<file path="src/rtl/recirc_mux_rx_pkg.sv">
// Shared defaults and helpers for the recirculating-mux multi-channel CDC receiver.
package recirc_mux_rx_pkg;

    localparam int unsigned DEF_WIDTH       = 8;
    localparam int unsigned DEF_CHANNELS    = 4;
    localparam int unsigned DEF_SYNC_STAGES = 2;

    // Channel index width; a single channel still needs one bit to carry an index.
    function automatic int unsigned chan_idx_w(input int unsigned n);
        return (n > 1) ? int'($clog2(n)) : 1;
    endfunction

endpackage

</file>
<file path="src/rtl/recirc_mux_rx_arb_if.sv">
// Output word handshake of the receiver: valid/ready with data and source channel.
interface recirc_mux_rx_arb_if
    import recirc_mux_rx_pkg::*;
#(
    parameter int unsigned g_width    = DEF_WIDTH,
    parameter int unsigned g_channels = DEF_CHANNELS
) ();

    localparam int unsigned CHAN_W = chan_idx_w(g_channels);

    logic                o_valid;
    logic                i_ready;
    logic [g_width-1:0]  o_data;
    logic [CHAN_W-1:0]   o_chan;

    modport master (output o_valid, output o_data, output o_chan, input  i_ready);
    modport slave  (input  o_valid, input  o_data, input  o_chan, output i_ready);

endinterface

</file>
<file path="src/rtl/recirc_mux_rx_chan.sv">
// One receive channel: toggle synchroniser, edge detect, recirculating hold register,
// pending and sticky overflow bits. Properties compile only with RECIRC_MUX_RX_FORMAL_EN.
module recirc_mux_rx_chan
    import recirc_mux_rx_pkg::*;
#(
    parameter int unsigned g_width       = DEF_WIDTH,
    parameter int unsigned g_sync_stages = DEF_SYNC_STAGES
) (
    input  logic               i_clk,
    input  logic               i_rst_n,
    input  logic               i_toggle_A,
    input  logic [g_width-1:0] i_data_A,
    input  logic               i_grant,
    input  logic               i_clr_ovf,
    output logic               o_pending,
    output logic               o_overflow,
    output logic [g_width-1:0] o_hold
);

    logic [g_sync_stages-1:0] sync_q, sync_d;
    logic                     edge_q, edge_d;
    logic [g_width-1:0]       hold_q, hold_d;
    logic                     pending_q, pending_d;
    logic                     ovf_q, ovf_d;
    logic                     capture;

    // Data is never synchronised; it only enters through the hold-register mux on a capture.
    always_comb begin
        sync_d    = {sync_q[g_sync_stages-2:0], i_toggle_A};
        edge_d    = sync_q[g_sync_stages-1];
        capture   = sync_q[g_sync_stages-1] ^ edge_q;
        hold_d    = hold_q;
        pending_d = pending_q;
        ovf_d     = ovf_q;
        if (i_clr_ovf) ovf_d = 1'b0;
        if (i_grant)   pending_d = 1'b0;
        if (capture) begin
            // A same-edge grant frees the holding slot, so the new word can replace the old one.
            if (!pending_q || i_grant) begin
                hold_d    = i_data_A;
                pending_d = 1'b1;
            end else begin
                ovf_d = 1'b1;
            end
        end
    end

    always_ff @(posedge i_clk or negedge i_rst_n) begin
        if (!i_rst_n) begin
            sync_q    <= '0;
            edge_q    <= 1'b0;
            hold_q    <= '0;
            pending_q <= 1'b0;
            ovf_q     <= 1'b0;
        end else begin
            sync_q    <= sync_d;
            edge_q    <= edge_d;
            hold_q    <= hold_d;
            pending_q <= pending_d;
            ovf_q     <= ovf_d;
        end
    end

    assign o_pending  = pending_q;
    assign o_overflow = ovf_q;
    assign o_hold     = hold_q;

`ifdef RECIRC_MUX_RX_FORMAL_EN
    p_hold_stable: assert property (@(posedge i_clk) disable iff (!i_rst_n)
        !capture |=> $stable(hold_q));
`endif

endmodule

</file>
<file path="src/rtl/recirc_mux_rx_arb.sv">
// Multi-channel toggle-handshake receiver: per-channel capture, round-robin arbiter and
// registered output stage. Embedded properties compile only with RECIRC_MUX_RX_FORMAL_EN.
module recirc_mux_rx_arb
    import recirc_mux_rx_pkg::*;
#(
    parameter int unsigned g_width       = DEF_WIDTH,
    parameter int unsigned g_channels    = DEF_CHANNELS,
    parameter int unsigned g_sync_stages = DEF_SYNC_STAGES
) (
    input  logic                          i_clk,
    input  logic                          i_rst_n,
    input  logic [g_channels-1:0]         i_toggle_A,
    input  logic [g_channels*g_width-1:0] i_data_A,
    output logic [g_channels-1:0]         o_overflow,
    input  logic                          i_clr_ovf,
    recirc_mux_rx_arb_if.master           out_if
);

    localparam int unsigned CHAN_W = chan_idx_w(g_channels);

    logic [g_channels-1:0]              pending;
    logic [g_channels-1:0]              grant;
    logic [g_channels-1:0]              ovf;
    logic [g_channels-1:0][g_width-1:0] hold;

    logic               valid_q, valid_d;
    logic [g_width-1:0] data_q, data_d;
    logic [CHAN_W-1:0]  chan_q, chan_d;
    logic [CHAN_W-1:0]  last_q, last_d;
    logic [CHAN_W-1:0]  gidx;
    logic [CHAN_W-1:0]  cand;
    logic               loadable;
    logic               found;

    for (genvar c = 0; c < g_channels; c++) begin : g_chan
        recirc_mux_rx_chan #(
            .g_width       (g_width),
            .g_sync_stages (g_sync_stages)
        ) u_chan (
            .i_clk      (i_clk),
            .i_rst_n    (i_rst_n),
            .i_toggle_A (i_toggle_A[c]),
            .i_data_A   (i_data_A[c*g_width +: g_width]),
            .i_grant    (grant[c]),
            .i_clr_ovf  (i_clr_ovf),
            .o_pending  (pending[c]),
            .o_overflow (ovf[c]),
            .o_hold     (hold[c])
        );
    end

    // Round-robin search starts just after the last granted channel and wraps.
    always_comb begin
        valid_d  = valid_q;
        data_d   = data_q;
        chan_d   = chan_q;
        last_d   = last_q;
        grant    = '0;
        gidx     = '0;
        cand     = '0;
        found    = 1'b0;
        loadable = !valid_q || out_if.i_ready;
        for (int k = 1; k <= int'(g_channels); k++) begin
            cand = CHAN_W'((int'(last_q) + k) % int'(g_channels));
            if (!found && pending[cand]) begin
                found = 1'b1;
                gidx  = cand;
            end
        end
        if (loadable) begin
            valid_d = found;
            if (found) begin
                grant[gidx] = 1'b1;
                data_d      = hold[gidx];
                chan_d      = gidx;
                last_d      = gidx;
            end
        end
    end

    always_ff @(posedge i_clk or negedge i_rst_n) begin
        if (!i_rst_n) begin
            valid_q <= 1'b0;
            data_q  <= '0;
            chan_q  <= '0;
            last_q  <= CHAN_W'(g_channels - 1);
        end else begin
            valid_q <= valid_d;
            data_q  <= data_d;
            chan_q  <= chan_d;
            last_q  <= last_d;
        end
    end

    assign out_if.o_valid = valid_q;
    assign out_if.o_data  = data_q;
    assign out_if.o_chan  = chan_q;
    assign o_overflow     = ovf;

`ifdef RECIRC_MUX_RX_FORMAL_EN
    p_out_stable: assert property (@(posedge i_clk) disable iff (!i_rst_n)
        (valid_q && !out_if.i_ready) |=> (valid_q && $stable(data_q) && $stable(chan_q)));
    p_valid_cause: assert property (@(posedge i_clk) disable iff (!i_rst_n)
        $rose(valid_q) |-> $past(|pending));
    p_grant_onehot: assert property (@(posedge i_clk) disable iff (!i_rst_n)
        $onehot0(grant));
`endif

endmodule

</file>
<file path="src/flat_wrapper.sv">
// flat-port wrapper written by rule: the top's interface ports become plain ports
module recirc_mux_rx_arb_flat import recirc_mux_rx_pkg::*;
#(
    parameter int unsigned g_width       = DEF_WIDTH,
    parameter int unsigned g_channels    = DEF_CHANNELS,
    parameter int unsigned g_sync_stages = DEF_SYNC_STAGES
)
  (i_clk, i_rst_n, i_toggle_A, i_data_A, o_overflow, i_clr_ovf, out_if_o_valid, out_if_o_data, out_if_o_chan, out_if_i_ready);
  recirc_mux_rx_arb_if #(.g_width(g_width), .g_channels(g_channels)) out_if_i ();
  input  logic i_clk;
  input  logic i_rst_n;
  input  logic [g_channels-1:0] i_toggle_A;
  input  logic [g_channels*g_width-1:0] i_data_A;
  output logic [g_channels-1:0] o_overflow;
  input  logic i_clr_ovf;
  output wire logic [$bits(out_if_i.o_valid)-1:0] out_if_o_valid;
  output wire logic [$bits(out_if_i.o_data)-1:0] out_if_o_data;
  output wire logic [$bits(out_if_i.o_chan)-1:0] out_if_o_chan;
  input wire logic [$bits(out_if_i.i_ready)-1:0] out_if_i_ready;
  assign out_if_o_valid = out_if_i.o_valid;
  assign out_if_o_data = out_if_i.o_data;
  assign out_if_o_chan = out_if_i.o_chan;
  assign out_if_i.i_ready = out_if_i_ready;
  recirc_mux_rx_arb #(.g_width(g_width), .g_channels(g_channels), .g_sync_stages(g_sync_stages)) u_core (.i_clk(i_clk), .i_rst_n(i_rst_n), .i_toggle_A(i_toggle_A), .i_data_A(i_data_A), .o_overflow(o_overflow), .i_clr_ovf(i_clr_ovf), .out_if(out_if_i));
endmodule
</file>
<file path="config.mk">
export PLATFORM = sky130hd
export DESIGN_NAME = recirc_mux_rx_arb_flat
export DESIGN_NICKNAME = d
export VERILOG_FILES = /design/src/rtl/recirc_mux_rx_pkg.sv /design/src/rtl/recirc_mux_rx_arb_if.sv /design/src/rtl/recirc_mux_rx_chan.sv /design/src/rtl/recirc_mux_rx_arb.sv /design/src/flat_wrapper.sv
export SDC_FILE = /design/constraint.sdc
export NUM_CORES = 1
export LEC_CHECK = 0
export ABC_AREA = 1
export CAP_MARGIN = 5
export CORE_MARGIN = 5
export CORE_UTILIZATION = 47
export CTS_BUF_LIST = sky130_fd_sc_hd__clkbuf_16
export DETAILED_ROUTE_END_ITERATION = 16
export PLACE_DENSITY_LB_ADDON = 0.25
export SYNTH_ARGS = -nofsm -noshare
export SYNTH_HDL_FRONTEND = slang
export SYNTH_SLANG_ARGS = --single-unit
</file>
<file path="constraint.sdc">
create_clock -name i_clk -period 1.9 [get_ports i_clk]
set_input_delay 0.38 -clock i_clk [delete_from_list [all_inputs] [get_ports i_clk]]
set_output_delay 0.38 -clock i_clk [all_outputs]
set_load 0.005 [all_outputs]
</file>
# ---- Word level (Yosys, flattened, before mapping)
# Cells that the tools add are included.
dict set report word_totals {
  wordCells 106
  in_bits 40
  reg_bits 65
  output_inout_bits 15
}
dict set report op_classes {
  n_lt_le_gt_ge 6
  n_addsub 4
  n_reduce_logical 22
  muxes 46
  n_bitwise 4
}
# cell n
set ops {}
lappend ops {{$mux 1} 33}
lappend ops {{$bmux 8 s2} 1}
lappend ops {{$lt 2x3->1 const B} 5}
lappend ops {{$reduce_and 2->1} 5}
lappend ops {{$bmux 1 s2} 4}
lappend ops {{$logic_not 1->1} 8}
lappend ops {{$mux 2} 4}
lappend ops {{$mux 4} 2}
lappend ops {{$mux 8} 1}
lappend ops {{$logic_or 1x1->1} 5}
lappend ops {{$add 2x1->2 const B} 2}
lappend ops {{$add 2x2->2 const B} 2}
lappend ops {{$logic_and 1x1->1} 4}
lappend ops {{$xor 1x1->1} 4}
lappend ops {{$demux 1 s2} 1}
lappend ops {{$ge 2x1->1 const B} 1}

# ---- Longest topological paths before layout
# Gate-level depths: netlist of run 1.
dict set report depth {
  word_depth 22
  depth_mapped 18
  depth_no_buf 16
}

# ---- By module
# A second synthesis of run 1 with hierarchy kept.
dict set report hier_totals {
  hier_cells 387
  hier_area_um2 3206.8
}
# mod instances area_per_inst_um2 cells_each
set by_module_without_submodules {}
lappend by_module_without_submodules {recirc_mux_rx_chan 4 526.8 53}
lappend by_module_without_submodules {recirc_mux_rx_arb 1 1099.8 175}

# ---- Least setup slack after synthesis of run 1
# Ideal clock, no wire load.
dict set report synth_path {
  path_type {register to register}
  from {register u_core.last_q[0]}
  to {register u_core.g_chan[1].u_chan.hold_q[0]}
  setup_time_ns 0.117
  path_stages_with_launch 16
  setup_slack_ns -0.041
  arrival_ns 1.824
  path_buffers 3
  path_cell_list {dfstp_2 > buf_6 > inv_2 > buf_6 > nand2_2 > nand2_2 > nand2_2 > nand2_4 > nor2_8 > nand3_2 > and2b_4 > nand3_1 > nand2_1 > buf_4 > nand3_1 > nand2_1}
}
dict set report synth_between {
  elab_chain_len 21
}
# item line_no
set synth_lines {}
lappend synth_lines {{start, declared} recirc_mux_rx_arb.sv:29} ;# logic [CHAN_W-1:0] last_q, last_d;
lappend synth_lines {{start signal, assigned} recirc_mux_rx_arb.sv:86} ;# last_q <= CHAN_W'(g_channels - 1);
lappend synth_lines {{start signal, assigned} recirc_mux_rx_arb.sv:91} ;# last_q <= last_d;
lappend synth_lines {{$add 2x1->2} recirc_mux_rx_arb.sv:64} ;# cand = CHAN_W'((int'(last_q) + k) % int'(g_channels));
lappend synth_lines {{$bmux 1 s2} recirc_mux_rx_arb.sv:65} ;# if (!found && pending[cand]) begin
lappend synth_lines {{$mux 1 (implied by the code)} recirc_mux_rx_arb.sv:65}
lappend synth_lines {{$mux 1} recirc_mux_rx_arb.sv:65}
lappend synth_lines {{$logic_not 1->1} recirc_mux_rx_arb.sv:65}
lappend synth_lines {{$logic_and 1x1->1} recirc_mux_rx_arb.sv:65}
lappend synth_lines {{$mux 1} recirc_mux_rx_arb.sv:65}
lappend synth_lines {{$logic_not 1->1} recirc_mux_rx_arb.sv:65}
lappend synth_lines {{[... 5 more ...]} -}
lappend synth_lines {{$lt 2x3->1 (implied by the code) or $ge 2x1->1 (tied branches)} recirc_mux_rx_arb.sv:73} ;# grant[gidx] = 1'b1;
lappend synth_lines {{$logic_and 1x1->1 (implied by the code)} recirc_mux_rx_arb.sv:73}
lappend synth_lines {{$mux 1 (implied by the code)} recirc_mux_rx_arb.sv:73}
lappend synth_lines {{$demux 1 s2} -}
lappend synth_lines {{$mux 4 *} recirc_mux_rx_arb.sv:72} ;# if (found) begin
lappend synth_lines {{$mux 4 *} recirc_mux_rx_arb.sv:70} ;# if (loadable) begin
lappend synth_lines {{$logic_or 1x1->1 *} recirc_mux_rx_chan.sv:39} ;# if (!pending_q || i_grant) begin
lappend synth_lines {{$reduce_and 2->1 (no source line) *} -}
lappend synth_lines {{end signal, assigned} recirc_mux_rx_chan.sv:58} ;# hold_q <= hold_d;
lappend synth_lines {{end, declared} recirc_mux_rx_chan.sv:22} ;# logic [g_width-1:0] hold_q, hold_d;
# Mark *: on every way between the ends. The rest lies on a longest branch, timed or not. The select of a mux whose other input is x is not followed.
# A chain may end at the register's enable or synchronous reset.

# ---- Worst setup path in the final report of run 1
dict set report layout_path {
  from {register u_core.last_q[0]}
  to {register u_core.data_q[5], in the netlist u_core.out_if.o_data[5]}
}
dict set report layout_between {
  elab_chain_len 15
}
# item line_no
set layout_lines {}
lappend layout_lines {{$add 2x1->2} recirc_mux_rx_arb.sv:64}
lappend layout_lines {{$bmux 1 s2} recirc_mux_rx_arb.sv:65}
lappend layout_lines {{$mux 1 (implied by the code)} recirc_mux_rx_arb.sv:65}
lappend layout_lines {{$mux 1} recirc_mux_rx_arb.sv:65}
lappend layout_lines {{$logic_not 1->1} recirc_mux_rx_arb.sv:65}
lappend layout_lines {{$logic_and 1x1->1} recirc_mux_rx_arb.sv:65}
lappend layout_lines {{$mux 1} recirc_mux_rx_arb.sv:65}
lappend layout_lines {{$logic_not 1->1} recirc_mux_rx_arb.sv:65}
lappend layout_lines {{$logic_and 1x1->1} recirc_mux_rx_arb.sv:65}
lappend layout_lines {{$mux 1} recirc_mux_rx_arb.sv:65}
lappend layout_lines {{$logic_not 1->1} recirc_mux_rx_arb.sv:65}
lappend layout_lines {{$logic_and 1x1->1} recirc_mux_rx_arb.sv:65}
lappend layout_lines {{$mux 2} recirc_mux_rx_arb.sv:65}
lappend layout_lines {{$bmux 8 s2} recirc_mux_rx_arb.sv:74} ;# data_d = hold[gidx];
lappend layout_lines {{$mux 8 (implied by the code)} recirc_mux_rx_arb.sv:74}
lappend layout_lines {{end signal, assigned} recirc_mux_rx_arb.sv:89} ;# data_q <= data_d;
lappend layout_lines {{end, declared} recirc_mux_rx_arb.sv:27} ;# logic [g_width-1:0] data_q, data_d;
# Several ways; a longest one is shown, not always the timed one. The select of a mux whose other input is x is not followed.

==> results.cfg, run 1 <==
[grt]
grt_use_total_pct = 17.9
grt_pass1_wl_um = 12000
grt-ovfl-total = 0
grt_max_degree = 66
grt_pass1_vias = 2659
antenna_found_initial = 0

[setup_path]
max_stage_delay_ns = 0.58
worstSetupStartpointType = register
rr_worst_depth = 15
reg2reg_from = u_core.last_q[0]
crit_chain = buf_6 > nand2_2 > nand3_2 > nand2_1 > nand2_2 > nand2_4 > nor2_4 > nand2_4 > buf_4 > buf_4 > nand3_1 > nand3_1 > nand2_1 > nand2_1 > nand2_1
path_common_cell = nand2_1
criticalPathCategory = reg2reg
cp-endpoint = u_core.out_if.o_data[5]
cp_max_fo = 5
cpMaxStageDelayCell = dfstp_2
end_kind = register
cp.required_ns = 2.17
r2r_slack_ns = -0.18
critPathLaunch = u_core.last_q[0]
regToRegEndpoint = u_core.out_if.o_data[5]
arrival_ns = 2.35

[layout]
syn_to_final_growth_pct = 46.0
drive_gt1_share_pct = 25.4
fillers = 470
n_antenna_cell = 0
fin_nets = 507

[sta]
min_period_over_period_pct = 109
worst_pin_slew_ns = 0.341
max_slew_margin_pct = 77.3
clock.fmax_ghz = 0.482
finalMaxSlewViolations = 0
period_needed_ns = 2.08
hold_viol = 0
worst_slack_ns = -0.177
finalClockSkew_ns = 0.00562
rsz0062_at_grt = true
holdWs_ns = 0.0362
setup_viol = 48

[synth]
synth_nets = 422
synth_edf_count = 0
synth_seq_area_share_pct = 52.3
synth_ff_type = dfrtp_1
syn_area_per_cell_um2 = 8.16
ys_types = 27
syn-instance-count = 382
ys_seq_elements = 65
yosysWarningCount = 0
ys_async_sr_fraction_pct = 100
netlist_area_um2 = 3120

[route]
firstDrtPassIters = 4
vias_per_cell = 5.06
postRouteAntennaNets = 0
vias = 2779
drt-total-wl_um = 7880
wl_per_cell_um = 14.3
route.detailed.drc = 0
dr.first_iter.drc_count = 179

[hold_path]
holdCritPathClass = in2async

[clock_tree]
clk_pin_slew_ns = 0.06
hold_buffers = 0
max-clock-path-buffers = 2
cts-root-buf = clkbuf_16
tritoncts = built
clock-sinks = 65
clock_latency_ns = 0.33
htreeDepth = 3
cts-buffers-inserted = 9

[floorplanning]
fp.dieArea_um2 = 8360
start_util_pct = 48.8
die_y_um = 91.4
io_pins = 55
rows = 29
core_region_area_um2 = 6390
die_w_um = 91.4

[pwr]
finalPower_mw = 10.5
peakVddDrop_v = 0.00126
p_leak_nw = 2.32
power.density_nw_per_um2 = 2300

[place]
routabilityCongestion = 0.870
portBuffers = 54
place_hpwl_um = 5270

[status]
status = finished, violations left
failed_checks = negative setup slack

[job]
drv_cap = 0
==> stage by stage <==
step	area, um2	setup slack [ns]	instances	utilization, %	TNS (ns)
after floorplan	3140	-0.0218	382	-	-0.566
after global placement	3880	-0.0828	524	60.7	-1.54
after detailed placement	3880	-0.174	524	60.7	-5.02
after CTS	4310	-0.104	542	67.4	-2.28
after global routing	4550	-0.298	549	71.2	-9.58
final	4550	-0.177	549	71.2	-4.09
==> worst min-delay path by stage <==
stage	endpoint	slack (ns)	cells after the start
2_1_floorplan	u_core.g_chan[0].u_chan.edge_q	0.08	0
3_3_place_gp	u_core.g_chan[0].u_chan.sync_q[1]	0.33	0
3_5_place_dp	u_core.g_chan[0].u_chan.sync_q[1]	0.33	0
4_1_cts	u_core.out_if.o_chan[1]	0.07	2
5_1_grt	u_core.g_chan[0].u_chan.o_hold[1]	0.08	2
6_report	u_core.g_chan[0].u_chan.o_hold[1]	0.04	2
==> flip-flops by register name (all words and copies together) (netlist names) <==
register                         cells
u_core.g_chan.u_chan.edge_q          4
u_core.g_chan.u_chan.o_hold         32
u_core.g_chan.u_chan.o_overflow      4
u_core.g_chan.u_chan.o_pending       4
u_core.g_chan.u_chan.sync_q          8
u_core.last_q                        2
u_core.out_if.o_chan                 2
u_core.out_if.o_data                 8
u_core.out_if.o_valid                1
==> area by class of cell <==
type	instances	area [um2]	share of cell area, %
clock buffers	9	225	4.95
clock inverters	7	95.1	2.09
inverters	49	199	4.37
multi-input cells	253	1430	31.4
flip-flops and latches	65	1630	35.8
well taps	77	96.3	2.12
repair buffers	89	876	19.3
==> repair_timing <==
action / 4_1_cts / 5_1_grt
gates resized for setup: 25 / 49
setup endpoints to repair: 48 / 51
setup buffers: 1 / 5
pin swaps: 4 / 15
gates cloned: 1 / 3
==> kinds of logic after synthesis <==
| logic type | after synthesis | share of synthesized area (%) |
|---|---|---|
| compound gates | 12 | 2.77 |
| xor+xnor | 4 | 1.12 |
| buf+inv | 64 | 9.51 |
| flops | 65 | 52.3 |
| simple gates | 237 | 34.3 |
==> critical path, delay by kind of cell (launching register included) <==
kind          cells  cell delay (ns)
buf+inv           3             0.41
simple gates     12             1.01
flops             1             0.58
==> report_power, final <==
| group | switching (mW) | internal (mW) |
|---|---|---|
| clock network | 0.621 | 1.15 |
| registers | 0.381 | 1.98 |
| logic | 3.51 | 2.82 |
| total | 4.51 | 5.94 |
==> routing by layer <==
layer	routed length (um)	global-route usage [%]
met5	0	0
met4	289	8.07
met3	454	4.21
met2	3990	29.8
met1	3140	22.1
==> synth_stat cells, drive strengths merged, types with 3 or more instances <==
master | instances | area share, %
nand3 | 66 | 11
nand2 | 163 | 21
o22ai | 4 | 1.0
dfrtp | 63 | 51
xnor2 | 4 | 1.1
nor2 | 6 | 1.5
buf | 13 | 3.4
a21oi | 4 | 0.88
inv | 45 | 5.4
clkinv | 4 | 0.48
o211ai | 3 | 0.72
==> cells in the final DEF (no fill, tap or decap), types with 2 or more instances in the layout <==
master | synthesis | final
clkbuf_16 | 0 | 10
nand2_2 | 13 | 21
dfstp_2 | 2 | 2
a21oi_1 | 2 | 2
nand2_4 | 2 | 18
inv_4 | 0 | 4
nand3_4 | 1 | 3
nor2_4 | 1 | 2
o211ai_1 | 3 | 3
inv_2 | 6 | 2
xnor2_1 | 4 | 4
bufinv_16 | 0 | 2
nand3_2 | 1 | 8
o22ai_1 | 3 | 2
nand2_1 | 148 | 123
nand3_1 | 64 | 55
buf_4 | 6 | 21
clkdlybuf4s50_1 | 0 | 53
buf_2 | 3 | 2
clkinv_2 | 0 | 2
nor2_1 | 4 | 3
inv_1 | 39 | 38
o22ai_2 | 1 | 2
clkinv_1 | 4 | 4
buf_12 | 0 | 2
dfrtp_1 | 63 | 63
buf_6 | 4 | 10
clkinv_4 | 0 | 2
No activity file was read; power rests on OpenSTA's default activity.
==> run 2: changes to the inputs <==
--- a/config.mk
+++ b/config.mk
@@ -7,9 +7,12 @@
 export LEC_CHECK = 0
 export ABC_AREA = 1
 export CAP_MARGIN = 5
+export CELL_PAD_IN_SITES_DETAIL_PLACEMENT = 1
+export CELL_PAD_IN_SITES_GLOBAL_PLACEMENT = 1
 export CORE_MARGIN = 5
-export CORE_UTILIZATION = 47
+export CORE_UTILIZATION = 35
 export CTS_BUF_LIST = sky130_fd_sc_hd__clkbuf_16
+export CTS_CLUSTER_SIZE = 8
 export DETAILED_ROUTE_END_ITERATION = 16
 export PLACE_DENSITY_LB_ADDON = 0.25
 export SYNTH_ARGS = -nofsm -noshare
==> results.cfg, run 2 (synthesized netlist as in run 1, its figures left out) <==
[place]
place_hpwl_um = 6840
portBuffers = 54
dp.cells = 561
routabilityCongestion = 0.802

[route]
wl_per_cell_um = 15.7
vias_per_cell = 4.80
drt-total-wl_um = 9120
route.detailed.drc = 0
vias = 2783
dr.first_iter.drc_count = 85
postRouteAntennaNets = 0
firstDrtPassIters = 4

[sta]
min_period_over_period_pct = 109
holdWs_ns = -0.00329
hold_viol = 2
worst_pin_slew_ns = 0.456
period_needed_ns = 2.07
rsz0062_at_grt = true
setup_viol = 48
finalMaxSlewViolations = 0
worst_slack_ns = -0.170
max_slew_margin_pct = 69.6
clock.fmax_ghz = 0.483
finalClockSkew_ns = 0.00337

[floorplanning]
io_pins = 55
start_util_pct = 35.7
rows = 34
fp.dieArea_um2 = 10900
core_region_area_um2 = 8720
die_w_um = 104
die_y_um = 104

[grt]
grt_pass1_vias = 3073
grt_use_total_pct = 17.5
antenna_found_initial = 0
grt_max_degree = 26
grt-ovfl-total = 0
grt_pass1_wl_um = 15200

[setup_path]
worstSetupStartpointType = register
cpMaxStageDelayCell = dfstp_2
cp.required_ns = 2.11
arrival_ns = 2.28
worst-path-buf-inv = 2
crit_chain = inv_4 > nand2_2 > nand2_2 > nand2_2 > nand2_4 > nor2_8 > nand3_4 > nand2_4 > nand2_8 > nand3_2 > nand2_4 > buf_6 > nand3_2 > nand2_1
criticalPathCategory = reg2reg
max_stage_delay_ns = 0.60
end_kind = register
cp_max_fo = 8
cp_top_family = simple AND/OR/NAND/NOR gates

[status]
failed_checks = negative hold slack, negative setup slack
status = finished, violations left

[clock_tree]
cts-root-buf = clkbuf_16
cts-buffers-inserted = 9
max-clock-path-buffers = 2
hold_buffers = 0
tritoncts = built
htreeDepth = 3
clock_latency_ns = 0.33
clock-sinks = 65
clk_pin_slew_ns = 0.05

[layout]
most-common-layout-cells = 121 x nand2_1, 63 x dfrtp_1, 54 x nand3_1
fin_util_pct = 52.6
drive_gt1_share_pct = 26.1
syn_to_final_growth_pct = 47.1
fin_nets = 507
n_antenna_cell = 0
largest_reg_flops = 32
final_common_cell = nand2_1
finalNonFillerCells = 580
fillers = 994

[pwr]
peakVddDrop_v = 0.000957
power.density_nw_per_um2 = 2240
p_leak_nw = 2.30

[job]
drv_cap = 0

[hold_path]
holdCritPathClass = in2async
-- run 2: changes by cell type in the layout (fill, tap and decap cells not counted), moves of 2 or more --
| cell | previous run | this run |
|---|---|---|
| a21oi_2 | 1 | 3 |
| nand3_2 | 8 | 10 |
| nand2_1 | 123 | 121 |
| buf_12 | 2 | 5 |
| inv_2 | 2 | 4 |
| nand2_4 | 18 | 15 |
| buf_6 | 10 | 8 |
| nand2_2 | 21 | 25 |
-- run 2: final cells by class --
type / instances / area [um2] / area share (%)
Sequential cell: 65 / 1630 / 35.5
Multi-Input combinational cell: 253 / 1430 / 31.1
Timing Repair Buffer: 89 / 891 / 19.4
Clock buffer: 9 / 225 / 4.91
Inverter: 49 / 191 / 4.18
Tap cell: 108 / 135 / 2.95
Clock inverter: 7 / 86.3 / 1.88
-- run 2: power breakdown --
group	internal, mW	leakage (nW)	switching (mW)
clock network	1.14	0.158	0.591
registers	1.98	0.779	0.407
logic	2.68	1.37	3.49
-- run 2: worst paths after layout --
kind,start,to,slack [ns],cells after the start
hold reg to reg,u_core.g_chan[0].u_chan.sync_q[0],u_core.g_chan[0].u_chan.sync_q[1],0.35,0
min in group i_clk,u_core.g_chan[0].u_chan.sync_q[0],u_core.g_chan[0].u_chan.sync_q[1],0.35,0
max in group asynchronous,i_rst_n,u_core.g_chan[1].u_chan.o_hold[2],1.25,3
hold / removal,i_rst_n,u_core.out_if.o_chan[1],-0.003,1
setup reg to reg,u_core.last_q[0],u_core.g_chan[1].u_chan.o_hold[2],-0.17,14
setup / recovery,u_core.last_q[0],u_core.g_chan[1].u_chan.o_hold[2],-0.17,14
-- run 2: stage by stage --
| stage | setup slack (ns) | hold slack (ns) | power, mW | area [um2] | setup TNS [ns] |
|---|---|---|---|---|---|
| 3_3_place_gp | -0.178 | 0.335 | 7.42 | 4000 | -4.78 |
| 2_1_floorplan | -0.0218 | 0.0844 | 5.63 | 3140 | -0.566 |
| 6_report | -0.170 | -0.00329 | 10.3 | 4580 | -5.43 |
| 4_1_cts | -0.148 | 0.0123 | 10.2 | 4550 | -5.60 |
| 5_1_grt | -0.303 | 0.0324 | 11.1 | 4580 | -11.96 |
| 3_5_place_dp | -0.269 | 0.340 | 7.63 | 4000 | -9.76 |
-- run 2: metal layers --
| metal | global-route usage [%] | vias up | wire, um |
|---|---|---|---|
| met3 | 3.48 | 11 | 265 |
| met5 | 0 | - | 0 |
| met4 | 5.83 | 0 | 136 |
| met2 | 30.7 | 48 | 4800 |
| met1 | 21.2 | 1357 | 3920 |
| li1 | - | 1367 | - |
-- run 2: worst register-to-register path, stage by stage (launching register included) --
cell and delay, ns:
dfstp_2 0.60, inv_4 0.09, nand2_2 0.07, nand2_2 0.08, nand2_2 0.10, nand2_4 0.08
nor2_8 0.14, nand3_4 0.10, nand2_4 0.10, nand2_8 0.08, nand3_2 0.10, nand2_4 0.10
buf_6 0.16, nand3_2 0.06, nand2_1 0.08
-- run 2: what timing repair did --
action	4_1_cts	5_1_grt
pin swaps	31	1
resized for setup	62	7
endpoints found under the setup margin	49	52
setup buffers	3	0
gates cloned	1	0
==> RTL change 1, RTL diff (config.mk and constraints of run 2) <==
Register the output `o_overflow`, cleared by the reset; this adds one clock of latency there. The other outputs are not delayed to match.
--- a/src/rtl/recirc_mux_rx_arb.sv
+++ b/src/rtl/recirc_mux_rx_arb.sv
@@ -17,6 +17,8 @@
 );
 
     localparam int unsigned CHAN_W = chan_idx_w(g_channels);
+
+    logic [g_channels-1:0] o_overflow_d;
 
     logic [g_channels-1:0]              pending;
     logic [g_channels-1:0]              grant;
@@ -95,7 +97,7 @@
     assign out_if.o_valid = valid_q;
     assign out_if.o_data  = data_q;
     assign out_if.o_chan  = chan_q;
-    assign o_overflow     = ovf;
+    assign o_overflow_d   = ovf;
 
 `ifdef RECIRC_MUX_RX_FORMAL_EN
     p_out_stable: assert property (@(posedge i_clk) disable iff (!i_rst_n)
@@ -106,5 +108,13 @@
         $onehot0(grant));
 `endif
 
+    always_ff @(posedge i_clk or negedge i_rst_n) begin
+        if (!i_rst_n) begin
+            o_overflow <= '0;
+        end else begin
+            o_overflow <= o_overflow_d;
+        end
+    end
+
 endmodule
 
Check against the original RTL: not equivalent (Yosys sat finds a counterexample within 10 cycles, from zero or initial values and one cycle with i_rst_n low).
==> RTL change 1 against run 2 <==
  * The flow finishes with violations (negative setup slack)
  * Final cell count increased by 2.6%
  * Routed wire length up 4.7%
  * Final area is 5.0% higher
  * First-iteration DRC count down 31%
  * Sequential cell count up 4
  * Setup slack worse by 0.058 ns
  * Area after synthesis up 4.1%
  * Critical endpoint is now u_core.g_chan[1].u_chan.o_hold[7]
Power is not shown: default switching activity piles up to over one toggle a cycle in this logic, so the estimate is an artifact.
==> RTL change 1: results (changes against run 2) <==
metric;value;unit;change
endpoints failing setup;51;;was 48
placed instance count;571;;was 561
met3 wire len;287;um;was 265 um
sequential cells;69;;was 65
Buffers excl. clock;86;;was 89
via density per instance;4.77;;was 4.80
fraction of area in registers;0.359;;was 0.355
met3 Use GR;0.0322;;was 0.0348
die outline area;11300;sq um;was 10900 sq um
CP Max Fanout;5;;was 8
Detailed Place HPWL;6310;um;was 6840 um
Compound-Gate Fraction of Synth Area;0.0216;;was 0.0277
pre-CTS setup slack;-0.279;ns;was -0.269 ns
Multi-input gate area;1600;sq um;was 1430 sq um
routed wire length;9550;um;was 9120 um
GRT Overall Usage;0.175;;about the same
largest net degree at the start of global routing;70;;was 26
final worst setup slack;-0.228;ns;was -0.170 ns
ClkCell Share;0.0585;;was 0.0680
placer congestion estimate;0.853;;was 0.802
layout cell share with drive strength beyond 1;0.293;;was 0.261
Iteration-0 DRC Markers;59;;was 85
first-pass GRT wire length;15500;um;was 15200 um
synth top area cells;dfrtp_1 (52%), nand2_1 (17%), nand3_1 (10%);;was dfrtp_1 (51%), nand2_1 (18%), nand3_1 (10%)
XOR/XNOR Fraction of Synth Area;0.0108;;was 0.0112
failing checks;negative setup slack;;was negative hold slack, negative setup slack
GR Util met1;0.228;;was 0.212
met1 wire length;4240;um;was 3920 um
status;complete, but fails checks;;unchanged
syn nets;432;;was 422
met2 Track Usage GR;0.292;;was 0.307
top cells by count, synth;nand2_1 (148), dfrtp_1 (67), nand3_1 (66);;was nand2_1 (148), nand3_1 (64), dfrtp_1 (63)
[RTL change 1: what timing repair did]
item / 4_1_cts / 5_1_grt
cloned: 3 / 1
resized for setup: 66 / 36
endpoints found under the setup margin: 51 / 53
pin swaps: 16 / 14
buffers inserted: 3 / 1
[RTL change 1: worst min path at each step]
stage,slack (ns),depth (start not counted),startpoint,end
finish,0.04,2,i_rst_n,u_core.out_if.o_valid
global route,0.09,2,i_rst_n,u_core.o_overflow[2]
CTS,0.08,2,i_rst_n,u_core.out_if.o_valid
detailed placement,0.34,0,u_core.g_chan[2].u_chan.sync_q[0],u_core.g_chan[2].u_chan.sync_q[1]
global placement,0.33,0,u_core.g_chan[3].u_chan.sync_q[0],u_core.g_chan[3].u_chan.sync_q[1]
floorplan,0.08,0,i_rst_n,u_core.g_chan[0].u_chan.edge_q
[RTL change 1: kinds of logic after synthesis]
family / after synthesis
and+or+nand+nor: 245
DFF: 69
buffers and inverters: 64
AOI/OAI and AO/OA: 10
xor gates and xnor gates: 4
==> RTL change 2, RTL diff (settings of run 2) <==
Made on the original files. Change the package constant `DEF_CHANNELS` from 4 to 5.
--- a/src/rtl/recirc_mux_rx_pkg.sv
+++ b/src/rtl/recirc_mux_rx_pkg.sv
@@ -2,7 +2,7 @@
 package recirc_mux_rx_pkg;
 
     localparam int unsigned DEF_WIDTH       = 8;
-    localparam int unsigned DEF_CHANNELS    = 4;
+    localparam int unsigned DEF_CHANNELS    = 5;
     localparam int unsigned DEF_SYNC_STAGES = 2;
 
     // Channel index width; a single channel still needs one bit to carry an index.
Interface: changed (resized i_data_A, i_toggle_A, o_overflow and out_if_o_chan); port bits go from 55 to 66. The function was not compared with the original's and may differ.
==> RTL change 2 against run 2 <==
  * The flow finishes with violations (negative setup slack)
  * Routed wire length grew 120%
  * Utilization rose by 8.3 points
  * Setup slack worse by 1.7 ns
  * Final area up 85%
  * Die area is 54% higher
  * Clock skew up 0.0037 ns
  * Critical endpoint is now u_core.g_chan[2].u_chan.o_hold[3]
  * Sequential cell count is 13 higher
  * Area after synthesis increased by 60%
  * Critical path depth up 9
  * Count of clock-buffer cells in the layout did not move
  * Global-route usage up 5.0 points
Power is not shown: default switching activity piles up to over one toggle a cycle in this logic, so the estimate is an artifact.
==> RTL change 2: results (changes against run 2) <==
metric;value;unit;change
number of buffers added on ports;65;;was 54
Routed WL per cell;19.1;um;was 15.7 um
Setup Buffers After CTS;35;;was 3
post_cts resized;154;;was 62
Critical-path top delay cell;dfrtp_2;;was dfstp_2
failing checks;negative setup slack;;was negative hold slack, negative setup slack
Detailed Place HPWL;12900;um;was 6840 um
top cells by count, synth;nand2_1 (226), nand3_1 (126), dfrtp_1 (77);;was nand2_1 (148), nand3_1 (64), dfrtp_1 (63)
max_slew headroom;0.623;;was 0.696
CTS hold repair buffers;1;;was 0
largest net degree at the start of global routing;46;;was 26
first-pass GRT wire length;29600;um;was 15200 um
worst hold path type;flop to flop;;was primary input to async pin
placer congestion estimate;0.846;;was 0.802
Nets;933;;was 507
synth top area cells;dfrtp_1 (39%), nand2_1 (17%), nand3_1 (13%);;was dfrtp_1 (51%), nand2_1 (18%), nand3_1 (10%)
vias in the first global route;5784;;was 3073
endpoints failing setup;63;;was 48
Max stage delay on crit path;0.45;ns;was 0.60 ns
GRT Overall Usage;0.225;;was 0.175
syn nets;728;;was 422
Seq/Total Area, Yosys;0.391;;was 0.523
final worst setup slack;-1.87;ns;was -0.170 ns
worst-skew pair later-pin latency;0.35;ns;was 0.33 ns
Largest register FFs;40;;was 32
CP arrival;4.05;ns;was 2.28 ns
CP Max Fanout;5;;was 8
status;complete, but fails checks;;unchanged
layout cell share with drive strength beyond 1;0.505;;was 0.261
clock skew;0.00706;ns;was 0.00337 ns
==> RTL change 2: cell count changes in the layout (fill, tap and decap cells not counted), sizes merged, moves of 9 or more <==
cell,run 2,this run
buf,36,149
clkdlybuf4s50,53,63
dfrtp,63,77
ha,0,21
inv,46,64
nand2,163,267
nand3,66,139
nand4,1,10
o21ai,1,12
xor2,0,9
==> RTL change 2: worst paths after layout <==
check | startpoint | end | slack [ns] | cells after the start
min in group asynchronous | i_rst_n | u_core.g_chan[0].u_chan.sync_q[0] | 0.52 | 2
min | u_core.g_chan[3].u_chan.sync_q[0] | u_core.g_chan[3].u_chan.sync_q[1] | 0.35 | 0
min reg2reg | u_core.g_chan[3].u_chan.sync_q[0] | u_core.g_chan[3].u_chan.sync_q[1] | 0.35 | 0
max in group asynchronous | i_rst_n | u_core.g_chan[3].u_chan.o_overflow | 0.78 | 3
max reg2reg | u_core.last_q[1] | u_core.g_chan[2].u_chan.o_hold[3] | -1.87 | 23
max | u_core.last_q[1] | u_core.g_chan[2].u_chan.o_hold[3] | -1.87 | 23
==> RTL change 2: cell families (layout without fill, tap and decap cells) <==
group           Yosys count  after routing  share of synthesized area
fa+ha+maj                21             21                     0.0526
xor+xnor                 10             10                     0.0175
buf+inv                  85            294                     0.0852
compound gates           31             31                     0.0418
simple gates            433            434                      0.412
flops                    78             78                      0.391
==> RTL change 2: critical path: cells and delay by family (launching register included) <==
| kind | cells | cell delay [ns] |
|---|---|---|
| AOI/OAI and AO/OA | 2 | 0.53 |
| adders and majority gates | 2 | 0.38 |
| buffers and inverters | 6 | 0.83 |
| DFF | 1 | 0.45 |
| and+or+nand+nor | 13 | 1.50 |
==> RTL change 2: routing by layer <==
metal | track usage | vias up | part of all wire
li1 | - | 2537 | -
met3 | 0.0350 | 32 | 0.045
met5 | 0 | - | 0
met4 | 0.0672 | 0 | 0.021
met2 | 0.397 | 126 | 0.54
met1 | 0.284 | 2793 | 0.40
==> RTL change 2: area by class of cell <==
class / count / area [sq um]
Timing Repair Buffer: 214 / 1950
Clock inverter: 7 / 109
Sequential cell: 78 / 1960
Fill cell: 1565 / 5450
Multi-Input combinational cell: 496 / 3750
Tap cell: 180 / 225
Clock buffer: 9 / 225
Inverter: 64 / 272
==> RTL change 2: stage by stage <==
stage | std cells | utilization | TNS [ns] | hold slack (ns)
2_1_floorplan | 658 | - | -86.92 | 0.0844
3_3_place_gp | 981 | 0.481 | -101.14 | 0.335
3_5_place_dp | 981 | 0.481 | -113.66 | 0.336
4_1_cts | 1034 | 0.569 | -102.28 | 0.356
5_1_grt | 1048 | 0.609 | -122.40 | 0.368
6_report | 1048 | 0.609 | -110.57 | 0.353
